**src/rtl/axi4_clint_slave_if.sv**
```systemverilog
// -----------------------------------------------------------------------------
// axi4_clint_slave_if
//
// AXI4 bundle between the interconnect M00 port and the CLINT responder.
// Member names follow the flattened io_in_* port names with the io_in_
// prefix replaced by the interface instance name.
//
// Parameters:
//   ID_W  AXI ID width.
//
// Signal groups:
//   aw_*  write address (valid/ready, id, addr, len, size, burst)
//   w_*   write data    (valid/ready, data, strb, last)
//   b_*   write resp    (valid/ready, id, resp)
//   ar_*  read address  (valid/ready, id, addr, len, size, burst)
//   r_*   read data     (valid/ready, id, data, resp, last)
//
// Modports:
//   slave   the CLINT side (responder)
//   master  the initiator side (CPU / testbench)
// -----------------------------------------------------------------------------
interface axi4_clint_slave_if #(
  parameter int ID_W = 4
);
  logic            aw_valid;
  logic            aw_ready;
  logic [ID_W-1:0] aw_bits_id;
  logic [63:0]     aw_bits_addr;
  logic [7:0]      aw_bits_len;
  logic [2:0]      aw_bits_size;
  logic [1:0]      aw_bits_burst;

  logic            w_valid;
  logic            w_ready;
  logic [63:0]     w_bits_data;
  logic [7:0]      w_bits_strb;
  logic            w_bits_last;

  logic            b_valid;
  logic            b_ready;
  logic [ID_W-1:0] b_bits_id;
  logic [1:0]      b_bits_resp;

  logic            ar_valid;
  logic            ar_ready;
  logic [ID_W-1:0] ar_bits_id;
  logic [63:0]     ar_bits_addr;
  logic [7:0]      ar_bits_len;
  logic [2:0]      ar_bits_size;
  logic [1:0]      ar_bits_burst;

  logic            r_valid;
  logic            r_ready;
  logic [ID_W-1:0] r_bits_id;
  logic [63:0]     r_bits_data;
  logic [1:0]      r_bits_resp;
  logic            r_bits_last;

  modport slave (
    input  aw_valid, aw_bits_id, aw_bits_addr, aw_bits_len, aw_bits_size, aw_bits_burst,
    output aw_ready,
    input  w_valid, w_bits_data, w_bits_strb, w_bits_last,
    output w_ready,
    output b_valid, b_bits_id, b_bits_resp,
    input  b_ready,
    input  ar_valid, ar_bits_id, ar_bits_addr, ar_bits_len, ar_bits_size, ar_bits_burst,
    output ar_ready,
    output r_valid, r_bits_id, r_bits_data, r_bits_resp, r_bits_last,
    input  r_ready
  );

  modport master (
    output aw_valid, aw_bits_id, aw_bits_addr, aw_bits_len, aw_bits_size, aw_bits_burst,
    input  aw_ready,
    output w_valid, w_bits_data, w_bits_strb, w_bits_last,
    input  w_ready,
    input  b_valid, b_bits_id, b_bits_resp,
    output b_ready,
    output ar_valid, ar_bits_id, ar_bits_addr, ar_bits_len, ar_bits_size, ar_bits_burst,
    input  ar_ready,
    input  r_valid, r_bits_id, r_bits_data, r_bits_resp, r_bits_last,
    output r_ready
  );
endinterface

```
**src/rtl/axi4_clint_slave.sv**
```systemverilog
// -----------------------------------------------------------------------------
// axi4_clint_slave
//
// Core-local interruptor (CLINT) behind a 64-bit AXI4 responder. Holds msip,
// mtimecmp and a free-running mtime, serves read/write bursts against them
// and drives the machine timer / software interrupt lines.
//
// Register map (addr[15:0], addr[2:0] ignored):
//   0x0000 msip (bit 0), 0x4000 mtimecmp, 0xBFF8 mtime; anything else SLVERR.
//
// Ports:
//   clock    single clock, rising edge
//   reset    synchronous, active-high
//   io_in    AXI4 slave modport (aw/w/b/ar/r channels)
//   io_mtip  machine timer interrupt pending (registered mtime >= mtimecmp)
//   io_msip  machine software interrupt pending (msip bit 0)
//
// Build option:
//   CLINT_PRESCALER_EN  when defined, mtime advances once every TICK_DIV
//                       cycles; otherwise every cycle and TICK_DIV is unused.
// -----------------------------------------------------------------------------
module axi4_clint_slave #(
  parameter int ID_W     = 4,
  parameter int TICK_DIV = 100
) (
  input  logic                    clock,
  input  logic                    reset,
  axi4_clint_slave_if.slave       io_in,
  output logic                    io_mtip,
  output logic                    io_msip
);

  // Register offsets as 8-byte word indices (addr[15:3]).
  localparam logic [12:0] IDX_MSIP     = 13'h0000;
  localparam logic [12:0] IDX_MTIMECMP = 13'h0800;
  localparam logic [12:0] IDX_MTIME    = 13'h17FF;

  localparam logic [1:0] BURST_FIXED = 2'b00;
  localparam logic [1:0] RESP_OKAY   = 2'b00;
  localparam logic [1:0] RESP_SLVERR = 2'b10;

  typedef enum logic [1:0] {W_IDLE, W_DATA, W_RESP} w_state_e;
  typedef enum logic       {R_IDLE, R_DATA}         r_state_e;

  w_state_e        w_state_q, w_state_d;
  r_state_e        r_state_q, r_state_d;

  logic [ID_W-1:0] w_id_q;
  logic [12:0]     w_idx_q;
  logic [1:0]      w_burst_q;
  logic            w_err_q;

  logic [ID_W-1:0] r_id_q;
  logic [12:0]     r_idx_q;
  logic [1:0]      r_burst_q;
  logic [7:0]      r_len_q;
  logic [7:0]      r_beat_q;
  logic [63:0]     r_data_q;
  logic [1:0]      r_resp_q;

  logic [63:0]     mtime_q;
  logic [63:0]     mtimecmp_q;
  logic            msip_q;
  logic            mtip_q;

  logic aw_ready, w_ready, b_valid, ar_ready, r_valid, r_last;
  logic aw_fire, w_fire, ar_fire, r_fire;

  // Only the low word-index bits matter; everything else is tied off here.
  logic unused_ok;
  assign unused_ok = ^{io_in.aw_bits_addr[63:16], io_in.aw_bits_addr[2:0],
                       io_in.ar_bits_addr[63:16], io_in.ar_bits_addr[2:0],
                       io_in.aw_bits_len, io_in.aw_bits_size, io_in.ar_bits_size};

  function automatic logic [12:0] next_idx(input logic [12:0] idx, input logic [1:0] burst);
    return (burst == BURST_FIXED) ? idx : idx + 13'd1;
  endfunction

  // ---------------------------------------------------------------------------
  // Write FSM
  // ---------------------------------------------------------------------------
  always_ff @(posedge clock) begin
    if (reset) w_state_q <= W_IDLE;
    else       w_state_q <= w_state_d;
  end

  always_comb begin
    w_state_d = w_state_q;
    aw_ready  = 1'b0;
    w_ready   = 1'b0;
    b_valid   = 1'b0;
    case (w_state_q)
      W_IDLE: begin
        aw_ready = 1'b1;
        if (io_in.aw_valid) w_state_d = W_DATA;
      end
      W_DATA: begin
        w_ready = 1'b1;
        if (io_in.w_valid && io_in.w_bits_last) w_state_d = W_RESP;
      end
      W_RESP: begin
        b_valid = 1'b1;
        if (io_in.b_ready) w_state_d = W_IDLE;
      end
      default: w_state_d = W_IDLE;
    endcase
    // Handshake outputs are forced low while reset is held.
    if (reset) begin
      aw_ready = 1'b0;
      w_ready  = 1'b0;
      b_valid  = 1'b0;
    end
  end

  // ---------------------------------------------------------------------------
  // Read FSM
  // ---------------------------------------------------------------------------
  always_ff @(posedge clock) begin
    if (reset) r_state_q <= R_IDLE;
    else       r_state_q <= r_state_d;
  end

  always_comb begin
    r_state_d = r_state_q;
    ar_ready  = 1'b0;
    r_valid   = 1'b0;
    case (r_state_q)
      R_IDLE: begin
        ar_ready = 1'b1;
        if (io_in.ar_valid) r_state_d = R_DATA;
      end
      R_DATA: begin
        r_valid = 1'b1;
        if (io_in.r_ready && (r_beat_q == r_len_q)) r_state_d = R_IDLE;
      end
      default: r_state_d = R_IDLE;
    endcase
    if (reset) begin
      ar_ready = 1'b0;
      r_valid  = 1'b0;
    end
  end

  assign r_last  = r_valid && (r_beat_q == r_len_q);
  assign aw_fire = aw_ready && io_in.aw_valid;
  assign w_fire  = w_ready  && io_in.w_valid;
  assign ar_fire = ar_ready && io_in.ar_valid;
  assign r_fire  = r_valid  && io_in.r_ready;

  // ---------------------------------------------------------------------------
  // Read decode: the beat being loaded is either the AR address (first beat)
  // or the successor of the current beat. Sampling happens on the edge that
  // presents the beat, so a same-cycle write is not yet visible.
  // ---------------------------------------------------------------------------
  logic [12:0] rd_idx;
  logic [63:0] rd_data;
  logic [1:0]  rd_resp;

  always_comb begin
    rd_idx  = (r_state_q == R_IDLE) ? io_in.ar_bits_addr[15:3] : next_idx(r_idx_q, r_burst_q);
    rd_data = 64'd0;
    rd_resp = RESP_OKAY;
    case (rd_idx)
      IDX_MSIP:     rd_data = {63'd0, msip_q};
      IDX_MTIMECMP: rd_data = mtimecmp_q;
      IDX_MTIME:    rd_data = mtime_q;
      default:      rd_resp = RESP_SLVERR;
    endcase
  end

  // ---------------------------------------------------------------------------
  // Write decode and byte-lane merge
  // ---------------------------------------------------------------------------
  logic [63:0] wmask;
  logic        wr_msip, wr_mtimecmp, wr_mtime, wr_unmapped;

  for (genvar gi = 0; gi < 8; gi++) begin : g_wmask
    assign wmask[gi*8 +: 8] = {8{io_in.w_bits_strb[gi]}};
  end

  assign wr_msip     = w_fire && (w_idx_q == IDX_MSIP);
  assign wr_mtimecmp = w_fire && (w_idx_q == IDX_MTIMECMP);
  assign wr_mtime    = w_fire && (w_idx_q == IDX_MTIME);
  assign wr_unmapped = w_fire && !(wr_msip || wr_mtimecmp || wr_mtime);

  logic [63:0] mtimecmp_merged, mtime_merged;
  assign mtimecmp_merged = (mtimecmp_q & ~wmask) | (io_in.w_bits_data & wmask);
  assign mtime_merged    = (mtime_q    & ~wmask) | (io_in.w_bits_data & wmask);

  // ---------------------------------------------------------------------------
  // Channel datapath
  // ---------------------------------------------------------------------------
  always_ff @(posedge clock) begin
    if (reset) begin
      w_id_q    <= '0;
      w_idx_q   <= '0;
      w_burst_q <= '0;
      w_err_q   <= 1'b0;
      r_id_q    <= '0;
      r_idx_q   <= '0;
      r_burst_q <= '0;
      r_len_q   <= '0;
      r_beat_q  <= '0;
      r_data_q  <= '0;
      r_resp_q  <= RESP_OKAY;
    end else begin
      if (aw_fire) begin
        w_id_q    <= io_in.aw_bits_id;
        w_idx_q   <= io_in.aw_bits_addr[15:3];
        w_burst_q <= io_in.aw_bits_burst;
        w_err_q   <= 1'b0;
      end
      if (w_fire) begin
        w_idx_q <= next_idx(w_idx_q, w_burst_q);
        // Sticky: one unmapped beat makes the whole burst SLVERR.
        if (wr_unmapped) w_err_q <= 1'b1;
      end
      if (ar_fire) begin
        r_id_q    <= io_in.ar_bits_id;
        r_idx_q   <= rd_idx;
        r_burst_q <= io_in.ar_bits_burst;
        r_len_q   <= io_in.ar_bits_len;
        r_beat_q  <= 8'd0;
        r_data_q  <= rd_data;
        r_resp_q  <= rd_resp;
      end else if (r_fire && !r_last) begin
        r_idx_q  <= rd_idx;
        r_beat_q <= r_beat_q + 8'd1;
        r_data_q <= rd_data;
        r_resp_q <= rd_resp;
      end
    end
  end

  // ---------------------------------------------------------------------------
  // CLINT registers
  // ---------------------------------------------------------------------------
  always_ff @(posedge clock) begin
    if (reset) begin
      mtimecmp_q <= '1;
      msip_q     <= 1'b0;
      mtip_q     <= 1'b0;
    end else begin
      mtip_q <= (mtime_q >= mtimecmp_q);
      if (wr_mtimecmp) mtimecmp_q <= mtimecmp_merged;
      if (wr_msip && io_in.w_bits_strb[0]) msip_q <= io_in.w_bits_data[0];
    end
  end

`ifdef CLINT_PRESCALER_EN
  logic [31:0] presc_q;

  always_ff @(posedge clock) begin
    if (reset) begin
      mtime_q <= '0;
      presc_q <= '0;
    end else if (wr_mtime) begin
      // A software write restarts the tick period as well.
      mtime_q <= mtime_merged;
      presc_q <= '0;
    end else if (presc_q == 32'(TICK_DIV - 1)) begin
      mtime_q <= mtime_q + 64'd1;
      presc_q <= '0;
    end else begin
      presc_q <= presc_q + 32'd1;
    end
  end
`else
  localparam int unused_tick_div = TICK_DIV;

  always_ff @(posedge clock) begin
    if (reset)         mtime_q <= '0;
    else if (wr_mtime) mtime_q <= mtime_merged;   // write beats the increment
    else               mtime_q <= mtime_q + 64'd1;
  end
`endif

  // ---------------------------------------------------------------------------
  // Outputs; payloads read as zero whenever their valid is low.
  // ---------------------------------------------------------------------------
  assign io_in.aw_ready    = aw_ready;
  assign io_in.w_ready     = w_ready;
  assign io_in.b_valid     = b_valid;
  assign io_in.b_bits_id   = w_id_q;
  assign io_in.b_bits_resp = (b_valid && w_err_q) ? RESP_SLVERR : RESP_OKAY;
  assign io_in.ar_ready    = ar_ready;
  assign io_in.r_valid     = r_valid;
  assign io_in.r_bits_id   = r_id_q;
  assign io_in.r_bits_data = r_valid ? r_data_q : 64'd0;
  assign io_in.r_bits_resp = r_valid ? r_resp_q : RESP_OKAY;
  assign io_in.r_bits_last = r_last;

  assign io_mtip = mtip_q && !reset;
  assign io_msip = msip_q && !reset;

endmodule

```
**src/flat_wrapper.sv**
```systemverilog
// flat-port wrapper written by rule: the top's interface ports become plain ports
module axi4_clint_slave_flat 
#(
  parameter int ID_W     = 4,
  parameter int TICK_DIV = 100
)
  (clock, reset, io_mtip, io_msip, io_in_aw_valid, io_in_aw_bits_id, io_in_aw_bits_addr, io_in_aw_bits_len, io_in_aw_bits_size, io_in_aw_bits_burst, io_in_aw_ready, io_in_w_valid, io_in_w_bits_data, io_in_w_bits_strb, io_in_w_bits_last, io_in_w_ready, io_in_b_valid, io_in_b_bits_id, io_in_b_bits_resp, io_in_b_ready, io_in_ar_valid, io_in_ar_bits_id, io_in_ar_bits_addr, io_in_ar_bits_len, io_in_ar_bits_size, io_in_ar_bits_burst, io_in_ar_ready, io_in_r_valid, io_in_r_bits_id, io_in_r_bits_data, io_in_r_bits_resp, io_in_r_bits_last, io_in_r_ready);
  axi4_clint_slave_if #(.ID_W(ID_W)) io_in_i ();
  input  logic clock;
  input  logic reset;
  output logic io_mtip;
  output logic io_msip;
  input wire logic [$bits(io_in_i.aw_valid)-1:0] io_in_aw_valid;
  input wire logic [$bits(io_in_i.aw_bits_id)-1:0] io_in_aw_bits_id;
  input wire logic [$bits(io_in_i.aw_bits_addr)-1:0] io_in_aw_bits_addr;
  input wire logic [$bits(io_in_i.aw_bits_len)-1:0] io_in_aw_bits_len;
  input wire logic [$bits(io_in_i.aw_bits_size)-1:0] io_in_aw_bits_size;
  input wire logic [$bits(io_in_i.aw_bits_burst)-1:0] io_in_aw_bits_burst;
  output wire logic [$bits(io_in_i.aw_ready)-1:0] io_in_aw_ready;
  input wire logic [$bits(io_in_i.w_valid)-1:0] io_in_w_valid;
  input wire logic [$bits(io_in_i.w_bits_data)-1:0] io_in_w_bits_data;
  input wire logic [$bits(io_in_i.w_bits_strb)-1:0] io_in_w_bits_strb;
  input wire logic [$bits(io_in_i.w_bits_last)-1:0] io_in_w_bits_last;
  output wire logic [$bits(io_in_i.w_ready)-1:0] io_in_w_ready;
  output wire logic [$bits(io_in_i.b_valid)-1:0] io_in_b_valid;
  output wire logic [$bits(io_in_i.b_bits_id)-1:0] io_in_b_bits_id;
  output wire logic [$bits(io_in_i.b_bits_resp)-1:0] io_in_b_bits_resp;
  input wire logic [$bits(io_in_i.b_ready)-1:0] io_in_b_ready;
  input wire logic [$bits(io_in_i.ar_valid)-1:0] io_in_ar_valid;
  input wire logic [$bits(io_in_i.ar_bits_id)-1:0] io_in_ar_bits_id;
  input wire logic [$bits(io_in_i.ar_bits_addr)-1:0] io_in_ar_bits_addr;
  input wire logic [$bits(io_in_i.ar_bits_len)-1:0] io_in_ar_bits_len;
  input wire logic [$bits(io_in_i.ar_bits_size)-1:0] io_in_ar_bits_size;
  input wire logic [$bits(io_in_i.ar_bits_burst)-1:0] io_in_ar_bits_burst;
  output wire logic [$bits(io_in_i.ar_ready)-1:0] io_in_ar_ready;
  output wire logic [$bits(io_in_i.r_valid)-1:0] io_in_r_valid;
  output wire logic [$bits(io_in_i.r_bits_id)-1:0] io_in_r_bits_id;
  output wire logic [$bits(io_in_i.r_bits_data)-1:0] io_in_r_bits_data;
  output wire logic [$bits(io_in_i.r_bits_resp)-1:0] io_in_r_bits_resp;
  output wire logic [$bits(io_in_i.r_bits_last)-1:0] io_in_r_bits_last;
  input wire logic [$bits(io_in_i.r_ready)-1:0] io_in_r_ready;
  assign io_in_i.aw_valid = io_in_aw_valid;
  assign io_in_i.aw_bits_id = io_in_aw_bits_id;
  assign io_in_i.aw_bits_addr = io_in_aw_bits_addr;
  assign io_in_i.aw_bits_len = io_in_aw_bits_len;
  assign io_in_i.aw_bits_size = io_in_aw_bits_size;
  assign io_in_i.aw_bits_burst = io_in_aw_bits_burst;
  assign io_in_aw_ready = io_in_i.aw_ready;
  assign io_in_i.w_valid = io_in_w_valid;
  assign io_in_i.w_bits_data = io_in_w_bits_data;
  assign io_in_i.w_bits_strb = io_in_w_bits_strb;
  assign io_in_i.w_bits_last = io_in_w_bits_last;
  assign io_in_w_ready = io_in_i.w_ready;
  assign io_in_b_valid = io_in_i.b_valid;
  assign io_in_b_bits_id = io_in_i.b_bits_id;
  assign io_in_b_bits_resp = io_in_i.b_bits_resp;
  assign io_in_i.b_ready = io_in_b_ready;
  assign io_in_i.ar_valid = io_in_ar_valid;
  assign io_in_i.ar_bits_id = io_in_ar_bits_id;
  assign io_in_i.ar_bits_addr = io_in_ar_bits_addr;
  assign io_in_i.ar_bits_len = io_in_ar_bits_len;
  assign io_in_i.ar_bits_size = io_in_ar_bits_size;
  assign io_in_i.ar_bits_burst = io_in_ar_bits_burst;
  assign io_in_ar_ready = io_in_i.ar_ready;
  assign io_in_r_valid = io_in_i.r_valid;
  assign io_in_r_bits_id = io_in_i.r_bits_id;
  assign io_in_r_bits_data = io_in_i.r_bits_data;
  assign io_in_r_bits_resp = io_in_i.r_bits_resp;
  assign io_in_r_bits_last = io_in_i.r_bits_last;
  assign io_in_i.r_ready = io_in_r_ready;
  axi4_clint_slave #(.ID_W(ID_W), .TICK_DIV(TICK_DIV)) u_core (.clock(clock), .reset(reset), .io_in(io_in_i), .io_mtip(io_mtip), .io_msip(io_msip));
endmodule
```
**config.mk**
```make
export PLATFORM = sky130hd
export DESIGN_NAME = axi4_clint_slave_flat
export DESIGN_NICKNAME = d
export VERILOG_FILES = /design/src/rtl/axi4_clint_slave_if.sv /design/src/rtl/axi4_clint_slave.sv /design/src/flat_wrapper.sv
export SDC_FILE = /design/constraint.sdc
export NUM_CORES = 1
export LEC_CHECK = 0
export BUFFER_PORTS_ARGS = -buffer_cell sky130_fd_sc_hd__buf_2
export CELL_PAD_IN_SITES_DETAIL_PLACEMENT = 0
export CELL_PAD_IN_SITES_GLOBAL_PLACEMENT = 2
export CORE_ASPECT_RATIO = 0.6
export CORE_UTILIZATION = 28
export DETAILED_ROUTE_END_ITERATION = 7
export PLACE_DENSITY = 0.79
export SYNTH_ARGS = -nofsm -noshare
export SYNTH_HDL_FRONTEND = slang
export SYNTH_SLANG_ARGS = --single-unit
```
**constraint.sdc**
```tcl
create_clock -name clock -period 2.5 [get_ports clock]
set_clock_uncertainty 0.1 [all_clocks]
set_input_delay 0.5 -clock clock [delete_from_list [all_inputs] [get_ports clock]]
set_output_delay 0.5 -clock clock [all_outputs]
set_load 0.05 [all_outputs]
```
# Word-level counts from Yosys, hierarchy flattened
# Cells that the tools add are included.
[classes] div_mod_pow=0 reduce_logical=32 n_eq_ne=11 add_sub_neg=4 n_shift=0 n_bitwise=7 order_cmp=1 multipliers=0 muxes=37
[op_table] operator="2-to-1 mux 64 bit" count=4
[op_table] operator="AND 64 bit" count=3
[op_table] operator="case mux 64 bit (3 select lines)" count=1
[op_table] operator="bitwise OR 64 bit" count=2
[op_table] operator="2-to-1 mux 13 bit" count=7
[op_table] operator="adder 64 x 1 -> 64 bit, second input constant" count=1
[op_table] operator="greater-or-equal comparator 64 bit" count=1
[op_table] operator="inverter 64 bit" count=1
[op_table] operator="adder 13 x 1 -> 13 bit, second input constant" count=2
[op_table] operator="== test 13 x 12 -> 1 bit, second input constant" count=2
[op_table] operator="== test 13 bit, second input constant" count=2
[op_table] operator="logical NOT 13 bit" count=2
[op_table] operator="logical AND 1 bit" count=16
[op_table] operator="2-to-1 mux 2 bit" count=8
[op_table] operator="2-to-1 mux 1 bit" count=15
[op_table] operator="adder 8 x 1 -> 8 bit, second input constant" count=1
[op_table] operator="== test 8 bit" count=1
[op_table] operator="logical NOT 2 bit" count=3
[op_table] operator="!= test 2 bit, second input constant" count=3
[op_table] operator="case mux 2 bit (3 select lines)" count=1
[op_table] operator="nonzero test 2 bit" count=2
[op_table] operator="logical NOT 1 bit" count=3
[op_table] operator="AND reduction 3 bit" count=1
[op_table] operator="OR reduction 3 bit" count=1
[op_table] operator="8 further kinds" count=9
[word_totals] romBits=0 output_inout_bits=84 inputBits=242 elab_cells=109 ff_bits=254 ram_bits=0 latch_bits=0 n_memories=0

# Longest topological paths before layout
# Gate-level depths: netlist (run 1).
[logic_depth] word_depth=11 mapped_depth=11 depth_no_buf=9

# Least setup slack after synthesis (run 1)
# Ideal clock, no wire load.
[synth_path] path_type="input port to flip-flop" from="input port reset" to="register with a tool-made name" required_ps=2281 setup_slack_ps=-928 setup_time_ps=119 arrival_time_ps=3210 cell_stages=8 cell_sequence="nor3b_1 > and2_1 > clkbuf_1 > and4_1 > buf_2 > buf_2 > nand2_1 > o221a_2"
[synth_rtl] element="start, declared" line="flat_wrapper.sv:10" rtl="input logic reset;"

# Worst setup path in the final report (run 1)
[layout_path] from="register u_core.r_idx_q[5]" to="register u_core.r_data_q[15]"
[layout_between] elab_chain_cells=7 elab_cells_between_ends=9 cone_classes="1 x add/sub; 2 x eq/ne; 5 x mux; 1 x reduce/logical"
[layout_lines] element="start, declared" line="axi4_clint_slave.sv:54" rtl="logic [12:0] r_idx_q;"
[layout_lines] element="start signal, assigned" line="axi4_clint_slave.sv:220" rtl="r_idx_q <= rd_idx;"
[layout_lines] element="start signal, assigned" line="axi4_clint_slave.sv:227" rtl="r_idx_q <= rd_idx;"
[layout_lines] element="adder 13 x 1 -> 13 bit" line="axi4_clint_slave.sv:76" rtl="return (burst == BURST_FIXED) ? idx : idx + 13'd1;"
[layout_lines] element="2-to-1 mux 13 bit (*)" line="axi4_clint_slave.sv:76"
[layout_lines] element="2-to-1 mux 13 bit (*)" line="axi4_clint_slave.sv:160" rtl="rd_idx = (r_state_q == R_IDLE) ? io_in.ar_bits_addr[15:3] : next_idx(r_idx_q, r_burst_q);"
[layout_lines] element="== test 13 bit, or another cell as far along" line="axi4_clint_slave.sv:163" rtl="case (rd_idx)"
[layout_lines] element="case mux 64 bit (3 select lines) (*)" line="axi4_clint_slave.sv:163"
[layout_lines] element="2-to-1 mux 64 bit" line="axi4_clint_slave.sv:226" rtl="end else if (r_fire && !r_last) begin"
[layout_lines] element="2-to-1 mux 64 bit (*)" line="axi4_clint_slave.sv:218" rtl="if (ar_fire) begin"
[layout_lines] element="end signal, assigned" line="axi4_clint_slave.sv:224" rtl="r_data_q <= rd_data;"
[layout_lines] element="end signal, assigned" line="axi4_clint_slave.sv:229" rtl="r_data_q <= rd_data;"
[layout_lines] element="end, declared" line="axi4_clint_slave.sv:58" rtl="logic [63:0] r_data_q;"
# Every way passes the cells marked *; elsewhere a longest branch is shown, timed or not. The select of a mux whose other input is x is not followed.
# A chain may end at the register's enable or synchronous reset.

==> results.md, run 1 <==
* Cell area after layout at 0.0203 mm2
* Area grow syn2layout at 45.2%
* Synth Flop Type: dfxtp_1
* Final hold slack at 0.0455 ns
* Net Switching at 2.63 mW
* CP top delay family: simple AND/OR/NAND/NOR gates
* Global-route wire length before repair at 82900 um
* Vias in the first global route at 14000
* Worst setup path start: u_core.r_idx_q[5]$_SDFFE_PP0P_
* Worst R2R Path Depth at 10
* Root buffer cell: clkbuf_16
* Via count at 15100
* Commonest non-fill, non-tap cells in the layout: 241 x nand2_1, 230 x dfxtp_1, 193 x buf_4
* HPWL Detailed at 38600 um
* Sequential element share of the synthesized area at 36.1%
* Crit Path Max Fanout at 8
* Yosys warnings at 0
* Hold Path Depth at 3
* Die outline height at 175 um
* Fin. max-slew vios at 0
* Setup TNS at -1.48 ns
* Buf/Inv on CP at 3
* Largest net degree at the start of global routing at 75
* Commonest non-fill, non-tap cell in the layout: nand2_1
* Pwr/cell area at 479 mW/mm2
* Setup violations, final at 61
* RSZ-0062 raised after global routing: true
* Die Wd at 291 um
* Number of enable flip-flop cells after synthesis at 0
* Part of the power in registers at 42.8%
* Worst path cell trace: nand4_4 > or4_4 > a31o_4 > nor3_2 > and4_4 > buf_12 > buf_12 > buf_16 > nand3_4 > a31oi_4
* CTS tree: done
* Initial antenna violation count at 5
* Vias per inst at 5.28
* CP required at 2.88 ns
* Drt pass-1 iters at 5
* Seq. cell area at 0.00511 mm2
* Num CTS Buffers at 28
* # hold bufs at CTS at 0
* Synth Instances at 1816
* GR Overflow Total at 0
* Min-delay src: io_in_ar_bits_len[1]
* I/O Buffers at 207
* DRT antenna net count at 0
* Failing checks: negative setup slack
* Avg WL per Cell at 19.4 um
* Worst r2r src: u_core.r_idx_q[5]$_SDFFE_PP0P_
* H-tree Lvls at 1
* Slowest cell on crit path: or4_4
* Worst Hold Class: in -> reg
* FFs w/ async S/R, synth at 0%
* CP Launch Type: flip-flop
* Maxcap violations at 0
* R2R setup slack at -0.08 ns
* Initial core utilization at 28.4%
* Syn avg cell area at 7.72 um2
* CP dominant cell by count: buf_12
* Final WL at 55400 um
* Slew @ Worst Pin at 1.01 ns
* Synthesized flop and latch total at 253
* Maximum vdd drop at 0.000519 V
* Status: finished, violations left
* Multi-input logic area at 0.00892 mm2
* Mapped cell area at 0.0140 mm2
* Post-synthesis cell type count at 81
* Setup WS post-layout at -0.0819 ns
* Ports at 326
* Clk slew on worst S/H paths at 0.06 ns
* Fill cells at 4971
* Placed cell count at 2763
* Comb power frac at 13.2%
* Crit path kind: reg -> reg
* # clock sinks at 253
* Tmin final at 2.58 ns
* Detailed Route Iter0 Violations at 1041
* Gr usage total at 20.7%
* Slowest cell delay on critical path at 0.57 ns
* Setup crit end kind: flip-flop
* Clock Path Buffers at 3
* FMAX at 0.387 GHz
* Layout cells sized above 1 at 32.3%
* Sw frac at 27.0%
* Final GP Congestion at 0.875
* Arrival @ worst endpoint at 2.96 ns
* Post-Layout Cell Count at 2858
* Die ar. at 0.0510 mm2
* Critical path depth in cells at 10
* P_int at 7.11 mW
* Remaining DRCs at 0
* Fin crit share at 103%
* Site Rows at 63
* Dpl cell area at 0.0174 mm2
* Clk pwr share at 44.0%
* Placeable Area at 0.0494 mm2
* Net count, final at 2496
* Final hold vios at 0
* Max_slew headroom at 32.6%
* Clk Latency, worst-skew pair at 0.57 ns
* P_leak at 8.43 nW
==> worst reg2reg max path: cells and delay by family (launching register included) <==
family                 cells  cell delay (ns)
and+or+nand+nor            5             1.21
AOI/OAI and AO/OA          2             0.44
DFF                        1             0.35
buffers and inverters      3             0.41
==> what timing repair did <==
item,in CTS,in global routing
buffers inserted,17,18
resized for setup,215,183
endpoints found under the setup margin,146,149
cloned,9,4
pin swaps,31,119
==> path summary, 6_finish.rpt <==
kind,endpoint
setup reg to reg,u_core.r_data_q[15]$_SDFFE_PP0P_
hold / removal,u_core.r_len_q[1]$_SDFFE_PP0P_
setup / recovery,u_core.r_data_q[15]$_SDFFE_PP0P_
hold reg to reg,u_core.io_in.r_bits_id[3]$_SDFFE_PP0P_
==> cells by family (layout without fill, tap and decap cells) <==
kind of cell | Yosys count | in the layout | synth area share, %
XOR/XNOR | 23 | 23 | 1.44
other | 1 | 5 | 0.0268
AND/OR/NAND/NOR | 807 | 807 | 28.7
adder cells (fa/ha/maj) | 69 | 69 | 6.16
flip-flops | 253 | 253 | 36.1
AO/OA/AOI/OAI | 436 | 436 | 20.4
buffers and inverters | 213 | 601 | 6.13
multiplexers | 14 | 14 | 1.01
==> cells in the mapped netlist (6+ instances only) <==
cell / instances / area [um2]
nor4_1: 28 / 175
buf_2: 17 / 85.1
clkbuf_1: 94 / 353
o21ai_0: 51 / 255
or3_1: 12 / 75.1
nand4_1: 33 / 206
a211oi_1: 18 / 135
and4_1: 12 / 105
buf_4: 8 / 60.1
o211ai_1: 89 / 668
a22o_1: 6 / 52.6
nand2_1: 247 / 927
nor2_1: 106 / 398
xnor2_1: 10 / 87.6
nand3_1: 172 / 861
and3_1: 10 / 62.6
a221oi_1: 8 / 70.1
ha_1: 69 / 863
mux2i_1: 13 / 130
o21a_1: 7 / 52.6
nand3b_1: 6 / 45.0
and2_0: 7 / 43.8
nor3_1: 48 / 240
dfxtp_1: 253 / 5060
a21o_1: 17 / 128
a31oi_1: 83 / 519
or2_2: 6 / 37.5
nor2b_1: 10 / 62.6
and2_1: 82 / 513
a21oi_1: 108 / 541
xor2_1: 13 / 114
inv_1: 87 / 327
==> layout make-up <==
| type | count | area share [%] |
|---|---|---|
| inverters | 89 | 1.65 |
| repair buffers | 462 | 20.8 |
| diodes | 3 | 0.0369 |
| well taps | 650 | 4.00 |
| multi-input cells | 1351 | 43.8 |
| clock buffers | 41 | 4.08 |
| flip-flops and latches | 253 | 25.1 |
| clock inverters | 9 | 0.467 |
==> power by group through the flow <==
stage          combinational, mW  clock [mW]  sequential (mW)
2_1_floorplan              0.495           0             4.28
3_3_place_gp                1.07           0             4.25
3_5_place_dp                1.08           0             4.25
4_1_cts                     1.22        4.40             4.17
5_1_grt                     1.38        4.57             4.18
6_report                    1.29        4.28             4.17
==> metrics by stage <==
stage / power, mW / util [%] / setup slack, ns
6_report: 9.74 / 41.2 / -0.0819
5_1_grt: 10.1 / 41.2 / -0.206
4_1_cts: 9.79 / 39.4 / -0.112
3_5_place_dp: 5.33 / 35.2 / -0.177
3_3_place_gp: 5.32 / 35.2 / -0.192
2_1_floorplan: 4.77 / - / -0.0650
==> routing by layer <==
layer  track usage (%)  wire length [um]  part of all wire [%]  vias to the layer above
met2              30.2             23100                    42                      397
met5                 0                13                 0.023                        -
met4              3.92               952                   1.7                        2
met3              3.44              3150                   5.7                       58
met1              31.7             28200                    51                     7302
li1                  -                 -                     -                     7328
Power figures use the tool's default switching activity.
==> run 2, diff against run 1 <==
Settings changed: CORE_MARGIN set to 1, PLACE_DENSITY 0.79 to not set, PLACE_DENSITY_LB_ADDON set to 0.15.
==> results.md, run 2 (synthesized netlist as in run 1, its figures left out) <==
* Crit Path Max Fanout at 10
* Num CTS Buffers at 29
* Failing checks: negative setup slack
* CP Launch Type: flip-flop
* Worst r2r src: u_core.r_idx_q[4]$_SDFFE_PP0P_
* Fin util at 41.9%
* Detailed Route Iter0 Violations at 1111
* Vias in the first global route at 14400
* Crit path kind: reg -> reg
* Fin crit share at 104%
* Min-delay src: io_in_ar_bits_len[6]
* Placeable Area at 0.0494 mm2
* Die Wd at 291 um
* Final WL at 59500 um
* Global-route wire length before repair at 86700 um
* Largest net degree at the start of global routing at 88
* HPWL Detailed at 40000 um
* Root buffer cell: clkbuf_16
* Clk Latency, worst-skew pair at 0.57 ns
* Tmin final at 2.59 ns
* Gr usage total at 21.6%
* Hold Path Depth at 3
* CP required at 2.86 ns
* Worst R2R Path Depth at 9
* Hold Crit Endpoint: u_core.r_len_q[6]$_SDFFE_PP0P_
* Vias per inst at 5.28
* Pwr/cell area at 471 mW/mm2
* Commonest non-fill, non-tap cells in the layout: 242 x nand2_1, 230 x dfxtp_1, 201 x buf_4
* P_leak at 8.59 nW
* Area grow syn2layout at 47.6%
* Layout cells sized above 1 at 33.0%
* Die outline height at 175 um
* Maximum vdd drop at 0.000482 V
* RSZ-0062 raised after global routing: true
* Reg2reg end: u_core.r_resp_q[1]$_SDFFE_PP0P_
* Commonest non-fill, non-tap cell in the layout: nand2_1
* Drt pass-1 iters at 5
* Cell area after layout at 0.0207 mm2
* Sw frac at 27.4%
* # hold bufs at CTS at 0
* Setup WS post-layout at -0.0934 ns
* Via count at 15200
* Die ar. at 0.0510 mm2
* DRT antenna net count at 0
* Initial antenna violation count at 3
* Post-Layout Cell Count at 2881
* Ports at 326
* Final hold vios at 0
* Avg WL per Cell at 20.7 um
* FMAX at 0.386 GHz
* Clock Path Buffers at 3
* Net Switching at 2.67 mW
* Initial core utilization at 28.4%
* Setup violations, final at 104
* Maxcap violations at 0
* Part of the power in registers at 42.8%
* Max_slew headroom at 55.5%
* H-tree Lvls at 1
* # clock sinks at 253
* Slew @ Worst Pin at 0.668 ns
* Final GP Congestion at 0.860
* GR Overflow Total at 0
* Remaining DRCs at 0
* Worst Hold Class: in -> reg
* Dpl cell area at 0.0174 mm2
* Fin. max-slew vios at 0
* Comb power frac at 13.4%
* Site Rows at 63
* Clk slew on worst S/H paths at 0.06 ns
* Status: finished, violations left
* CTS tree: done
* R2R setup slack at -0.09 ns
* Placed cell count at 2769
* Arrival @ worst endpoint at 2.95 ns
* P_int at 7.08 mW
* Clk pwr share at 43.8%
* Net count, final at 2517
* I/O Buffers at 207
* Setup crit end kind: flip-flop
==> run 2: through the flow <==
| stage | power [mW] | hold slack (ns) | TNS, ns | setup WS (ns) |
|---|---|---|---|---|
| 3_3_place_gp | 5.33 | 0.344 | -11.67 | -0.209 |
| 2_1_floorplan | 4.77 | 0.342 | -0.723 | -0.0650 |
| 3_5_place_dp | 5.34 | 0.355 | -12.77 | -0.213 |
| 6_report | 9.75 | 0.0359 | -5.89 | -0.0934 |
| 5_1_grt | 10.2 | 0.0326 | -17.61 | -0.222 |
| 4_1_cts | 9.72 | 0.00869 | -1.91 | -0.0760 |
==> run 2: timing repair <==
| item | 4_1_cts | 5_1_grt |
|---|---|---|
| pin swaps | 32 | 142 |
| endpoints found under the setup margin | 156 | 142 |
| cloned | 4 | 15 |
| setup buffers | 19 | 23 |
| gates resized for setup | 171 | 264 |
==> run 2: worst max path at each step <==
stage                                          start                          endpoint  slack (ns)
floorplan                                  flip-flop                         flip-flop       -0.07
global placement    u_core.r_burst_q[1]$_SDFFE_PP0P_  u_core.r_data_q[29]$_SDFFE_PP0P_       -0.21
detailed placement  u_core.r_burst_q[1]$_SDFFE_PP0P_  u_core.r_data_q[17]$_SDFFE_PP0P_       -0.21
CTS                   u_core.r_idx_q[1]$_SDFFE_PP0P_  u_core.r_data_q[57]$_SDFFE_PP0P_       -0.08
global route          u_core.r_idx_q[1]$_SDFFE_PP0P_  u_core.r_data_q[46]$_SDFFE_PP0P_       -0.22
finish                u_core.r_idx_q[4]$_SDFFE_PP0P_   u_core.r_resp_q[1]$_SDFFE_PP0P_       -0.09
==> run 2: worst max-delay path, stage by stage (launching register included) <==
cell	delay, ns
dfxtp_2	0.37
nand4_4	0.16
or4_4	0.56
a31o_4	0.24
nor3_2	0.15
and4_4	0.29
buf_4	0.18
clkbuf_16	0.18
nor3_1	0.05
a31o_2	0.20
==> run 2: power by group through the flow <==
stage,clock network [mW],registers [mW],logic (mW)
CTS,4.38,4.17,1.17
floorplan,0,4.28,0.495
global route,4.56,4.18,1.41
detailed placement,0,4.25,1.08
finish,4.27,4.17,1.31
global placement,0,4.25,1.08
==> run 2: layout make-up <==
class	instances	area, um2
sequential	253	5110
multi-input combinational	1351	8980
clock inverter	6	57.6
fill	5019	28700
inverter	89	334
tap	650	813
timing repair buffer	482	4520
antenna	3	7.51
clock buffer	47	863
==> run 2: layer usage <==
layer  global-route usage [%]  vias to the layer above  share of wire [%]  wire [um]
met3                     2.43                       62                4.9       2940
met5                        0                        -                  0          0
met4                     4.59                        0                1.9       1120
li1                         -                     7333                  -          -
met2                     31.4                      424                 40      23500
met1                     33.6                     7383                 54      31900
